===== src/rtl/add_result_pkg.sv =====
// Shared types and constants for the adder result stage: flag bit positions,
// saturation limits, the buffered entry layout and the signed-overflow rule.
package add_result_pkg;

  localparam int DATA_W = 32;
  localparam int FLAG_W = 4;

  localparam int FLAG_N = 3;
  localparam int FLAG_Z = 2;
  localparam int FLAG_C = 1;
  localparam int FLAG_V = 0;

  localparam logic [DATA_W-1:0] SAT_POS = 32'h7FFF_FFFF;
  localparam logic [DATA_W-1:0] SAT_NEG = 32'h8000_0000;

  typedef struct packed {
    logic [DATA_W-1:0] sum;
    logic [FLAG_W-1:0] flags;
  } entry_t;

  // Two's-complement overflow: operands of equal sign produced a result of the other sign.
  function automatic logic signed_overflow(input logic a_sign,
                                           input logic b_eff_sign,
                                           input logic sum_sign);
    return (a_sign == b_eff_sign) && (sum_sign != a_sign);
  endfunction

endpackage


===== src/rtl/result_fifo2.sv =====
// Two-entry valid/ready FIFO for adder result entries. Ready and valid are
// decoded from the registered occupancy count only.
module result_fifo2
  import add_result_pkg::*;
#(
  parameter int DEPTH = 2
) (
  input  logic   clk,
  input  logic   rst,
  input  logic   i_push,
  input  entry_t i_data,
  output logic   o_ready,
  output logic   o_valid,
  input  logic   i_pop,
  output entry_t o_data
);

  localparam int CNT_W = $clog2(DEPTH + 1);

  entry_t           r_mem [2];
  logic             r_wr_ptr;
  logic             r_rd_ptr;
  logic [CNT_W-1:0] r_count;

  logic w_push;
  logic w_pop;

  assign o_ready = (r_count != CNT_W'(DEPTH));
  assign o_valid = (r_count != '0);
  assign w_push  = i_push && o_ready;
  assign w_pop   = i_pop  && o_valid;

  // NOTE: every register here uses <= so all reads in this block see the
  // pre-edge values; mixing in = would make the result depend on statement order.
  always_ff @(posedge clk) begin
    if (rst) begin
      r_wr_ptr <= 1'b0;
      r_rd_ptr <= 1'b0;
      r_count  <= '0;
      // NOTE: the storage is reset as well (only two entries) so the head
      // output reads as all-zero after reset instead of stale data.
      r_mem[0] <= '0;
      r_mem[1] <= '0;
    end else begin
      if (w_push) begin
        r_mem[r_wr_ptr] <= i_data;
        r_wr_ptr        <= ~r_wr_ptr;
      end
      if (w_pop) begin
        r_rd_ptr <= ~r_rd_ptr;
      end
      case ({w_push, w_pop})
        2'b10:   r_count <= r_count + 1'b1;
        2'b01:   r_count <= r_count - 1'b1;
        default: r_count <= r_count;
      endcase
    end
  end

  // The head is a pure read of storage, so it cannot move while no pop occurs.
  assign o_data = r_mem[r_rd_ptr];

endmodule


===== src/rtl/add_result_stage.sv =====
// Registered result stage after the 32-bit adder: derives N/Z/C/V, buffers two
// results and counts overflow pops. ADD_RESULT_SATURATE_EN clamps overflowed sums.
module add_result_stage
  import add_result_pkg::*;
#(
  parameter int DEPTH     = 2,
  parameter int OVF_CNT_W = 16
) (
  input  logic                 clk,
  input  logic                 rst,
  input  logic                 in_valid,
  output logic                 in_ready,
  input  logic [DATA_W-1:0]    in_a,
  input  logic [DATA_W-1:0]    in_b,
  input  logic                 in_sub,
  input  logic [DATA_W-1:0]    in_sum,
  input  logic                 in_cout,
  output logic                 out_valid,
  input  logic                 out_ready,
  output logic [DATA_W-1:0]    out_sum,
  output logic [FLAG_W-1:0]    out_flags,
  output logic [OVF_CNT_W-1:0] ovf_cnt,
  input  logic                 ovf_clr
);

  logic                 w_b_eff_sign;
  logic                 w_ovf;
  logic [DATA_W-1:0]    w_sum_store;
  entry_t               w_entry;
  entry_t               w_head;
  logic                 w_pop;
  logic                 w_unused_operand_bits;
  logic [OVF_CNT_W-1:0] r_ovf_cnt;

  // Only the operand signs matter here; the low bits are consumed by the adder itself.
  assign w_unused_operand_bits = ^{in_a[DATA_W-2:0], in_b[DATA_W-2:0]};

  assign w_b_eff_sign = in_sub ^ in_b[DATA_W-1];
  assign w_ovf        = signed_overflow(in_a[DATA_W-1], w_b_eff_sign, in_sum[DATA_W-1]);

`ifdef ADD_RESULT_SATURATE_EN
  assign w_sum_store = w_ovf ? (in_a[DATA_W-1] ? SAT_NEG : SAT_POS) : in_sum;
`else
  assign w_sum_store = in_sum;
`endif

  // NOTE: the whole struct gets a default before the field writes, so no
  // path through this block leaves a bit unassigned and no latch is inferred.
  always_comb begin
    w_entry                = '0;
    w_entry.sum            = w_sum_store;
    w_entry.flags[FLAG_N]  = w_sum_store[DATA_W-1];
    w_entry.flags[FLAG_Z]  = (w_sum_store == '0);
    w_entry.flags[FLAG_C]  = in_cout;
    w_entry.flags[FLAG_V]  = w_ovf;
  end

  result_fifo2 #(
    .DEPTH (DEPTH)
  ) u_fifo (
    .clk     (clk),
    .rst     (rst),
    .i_push  (in_valid),
    .i_data  (w_entry),
    .o_ready (in_ready),
    .o_valid (out_valid),
    .i_pop   (out_ready),
    .o_data  (w_head)
  );

  assign out_sum   = w_head.sum;
  assign out_flags = w_head.flags;
  assign w_pop     = out_valid && out_ready;

  // Overflow counter: clear wins over an increment, and it sticks at all-ones.
  always_ff @(posedge clk) begin
    if (rst) begin
      r_ovf_cnt <= '0;
    end else if (ovf_clr) begin
      r_ovf_cnt <= '0;
    end else if (w_pop && w_head.flags[FLAG_V] && (r_ovf_cnt != '1)) begin
      r_ovf_cnt <= r_ovf_cnt + 1'b1;
    end
  end

  assign ovf_cnt = r_ovf_cnt;

endmodule


===== config.mk =====
export PLATFORM = sky130hd
export DESIGN_NAME = add_result_stage
export DESIGN_NICKNAME = d
export VERILOG_FILES = /design/src/rtl/add_result_pkg.sv /design/src/rtl/result_fifo2.sv /design/src/rtl/add_result_stage.sv
export SDC_FILE = /design/constraint.sdc
export NUM_CORES = 1
export LEC_CHECK = 0
export CAP_MARGIN = 20
export CORE_MARGIN = 4
export CORE_UTILIZATION = 35
export DETAILED_ROUTE_END_ITERATION = 8
export PLACE_DENSITY = 0.65
export SYNTH_ARGS = -nofsm -noshare
export SYNTH_HDL_FRONTEND = slang
export SYNTH_HIERARCHICAL = 1
export SYNTH_SLANG_ARGS = --single-unit
export TNS_END_PERCENT = 10

===== constraint.sdc =====
create_clock -name clk -period 3.9 [get_ports clk]
set_input_delay 0.975 -clock clk [delete_from_list [all_inputs] [get_ports clk]]
set_output_delay 0.975 -clock clk [all_outputs]
set_load 0.005 [all_outputs]

==> results.md <==
- # diodes: 0
- Peak Freq: ~310 MHz
- Final Cycle Share: 81.6%
- Clk buf depth: 2
- # port buffers: 94
- Rows: 40
- RSZ-0062 raised after global routing: no
- Async SR Flop Fraction: 0%
- CP Max Fanout: 24
- Iter 0 DRT Violations: between 150 and 200
- Initial Util: between 30% and 40%
- Maximum VDD drop: about 0.23 mV
- Setup TNS: 0 ps
- Setup Viol. Count Final: 0
- Finished Cell Area: 0.00579 mm^2
- Worst slew pin tran: around 820 ps
- EDFF count, synth: roughly 70
- WL final: around 11000 um
- P_sw: ~800 uW
- Total chip power: 3.07 mW
- CTS tree: done
- Wire per inst: approximately 17 um
- I/O Pins: 157
- Worst relative slew slack: approximately 45%
- Crit. End Element: output port
- Final non-filler cell total: 640
- Pin count of the biggest net entering global routing: 38
- Die area: between 0.01 and 0.015 mm^2
- Worst setup margin: ~720 ps
- Nets: 572
- Core footprint: 0.0121 mm^2
- Tmin final: between 3000 and 4000 ps
- CTS Buf Count: 9
- CP Data Arrival Time: between 2000 and 2500 ps
- Post-DRT Antenna Nets: 0
- FF+latch count, synth: 93
- Syn-to-layout area delta: 33.1%
- Dpl cell area: roughly 0.0055 mm^2
- Clock H-tree levels: 3
- Placed instance count: roughly 620
- Via count: about 3200
- Dpl hpwl: between 7000 and 8000 um
- Via-per-instance ratio: between 5 and 6
- Outcome: finished clean
- Worst Clk Skew: about 9.6 ps
- Switching Share: about a quarter
- Clock Tree Root: clkbuf_16
- Post-synthesis sequential area ratio: 59.4%
- Number of setup buffers added after CTS: 0
- Die height: between 100 and 150 um
- Count of hold-fix buffers inserted at cts: 0
- Drt first pass iters: 6
- Max Cap Viol: 0
- GRT Util Overall: 15.4%
- Ys Warns: 6
- Final hold vios: 0
- Worst-Skew Late Latency: approximately 350 ps
- Seq pwr share: 42.5%
- Worst EP required: roughly 2900 ps
- Clock-pin slew on the worst setup and hold paths: roughly 70 ps
- Multi-input gate area: 0.00165 mm^2
- Synth cell types: 44
- Cts repair resizes: 0
- Clock power share: a little under a third
- Global-route wire length before repair: 17200 um
- GRT Residual Overflow: 0
- Combinational power share: a little over a quarter
- Internal cell power: about 2.3 mW
- Max-slew violation count: 0
- Hold WS: slightly above 500 ps
- Fill cell count: 1141
- Most used DFF post-synth: edfxtp_1
- Post-Syn Instances: between 300 and 400
- Layout cells sized above 1: 15.9%
- Leakage power: roughly 2.0 nW
- FF-to-FF setup slack: about 1200 ps
- Initial antenna violation count: 0
- Worst setup SP type: flop
- Die width: approximately 120 um
- Synth Area per Inst: around 12 um^2
- CP Class: flop to output port
- Drt drc: 0
- HP Class: flop to flop
- Vias in the first global route: between 3000 and 4000
- Final Core Density: a little under half
- FF/Latch Area: 0.00258 mm^2
- Mapped cell area: between 0.004 and 0.005 mm^2
- Num Clock Sinks: 93
- Worst slack, placed: slightly above 800 ps
- Pwr Density: 529 mW/mm^2
- RD Place Congestion: between 0.7 and 0.8
- Syn_nets: approximately 480
==> worst max-delay path, cell delays in order, from the launching register on <==
cell and delay (ps):
dfxtp_2 740, buf_4 290, mux2_2 350, clkdlybuf4s50_1 480
==> registers in the layout, indices dropped and copies added, names as in the netlist, named ones only <==
| register | cells |
|---|---|
| u_fifo/r_mem | 72 |
| ovf_cnt | 16 |
| u_fifo/r_count | 2 |
| u_fifo/r_rd_ptr | 1 |
| u_fifo/r_wr_ptr | 1 |
==> placed cells by master, fill, tap and decap left out, types with 7 or more instances in the layout <==
cell type,netlist,final
clkdlybuf4s50_1,0,94
nor2_1,78,78
edfxtp_1,72,72
nand2b_1,40,38
mux2_2,36,36
dfxtp_1,21,20
a21oi_1,14,14
nor4_1,9,9
nand4_1,9,9
clkbuf_16,0,9
buf_4,0,9
o21ai_0,7,7
==> power groups by stage <==
| stage | combinational (mW) | sequential (mW) | clock (mW) |
|---|---|---|---|
| final | 0.810 | 1.30 | 0.952 |
| after detailed placement | 0.821 | 1.33 | 0 |
| after global routing | 0.872 | 1.32 | 1.00 |
| after global placement | 0.815 | 1.32 | 0 |
| after CTS | 0.827 | 1.31 | 0.976 |
| after floorplan | 0.442 | 1.27 | 0 |
==> Yosys cell counts (2+ instances only) <==
library cell  instances  share of area [%]
a21oi_1              14                1.6
buf_2                 9                1.0
buf_6                 3               0.78
clkbuf_1              7               0.60
dfxtp_1              21                9.7
edfxtp_1             72                 50
ha_1                  2               0.58
inv_1                 4               0.35
mux2_2               36                9.3
nand2_1               6               0.52
nand2b_1             40                5.8
nand3_1               6               0.69
nand4_1               9                1.3
nor2_1               78                6.7
nor3_1                3               0.35
nor4_1                9                1.3
o21ai_0               7               0.81
o311ai_0              2               0.40
o31ai_1               6                1.0
o41ai_1               2               0.40
or2_2                 3               0.43
or3_1                 4               0.58
or4_1                 6                1.0
xnor2_1               2               0.40
xor2_1                2               0.40
==> per-layer routing <==
metal  up-vias  wire length, um  global-route usage [%]
li1       1554                -                       -
met1      1549             4860                    19.6
met2       116             5090                    25.5
met3        16              658                    3.11
met4         0              203                    6.59
met5         -                0                       0
==> cell type report <==
type	count	area share, %
flip-flops and latches	93	44.6
multi-input cells	256	28.5
repair buffers	103	17.4
clock buffers	9	3.89
well taps	168	3.63
clock inverters	7	1.66
inverters	4	0.259
==> logic make-up (layout without fill, tap and decap cells) <==
logic type	after synthesis	after routing	share of synthesized area [%]
compound gates	36	36	5.18
xor+xnor	4	4	0.805
fa+ha+maj	2	2	0.575
buf+inv	23	123	2.76
flops	93	93	59.4
mux	36	36	9.32
simple gates	178	178	22.0
==> path summary, 6_finish.rpt <==
path / cells past startpoint / from / end
worst max-delay path: 3 / flop / out_sum[15]
worst max register to register: 5 / flop / ovf_cnt[15]
worst min register to register: 2 / ovf_cnt[11] / ovf_cnt[11]
worst min-delay path: 2 / ovf_cnt[11] / ovf_cnt[11]
Note: power is estimated with default switching activity, not from simulation.
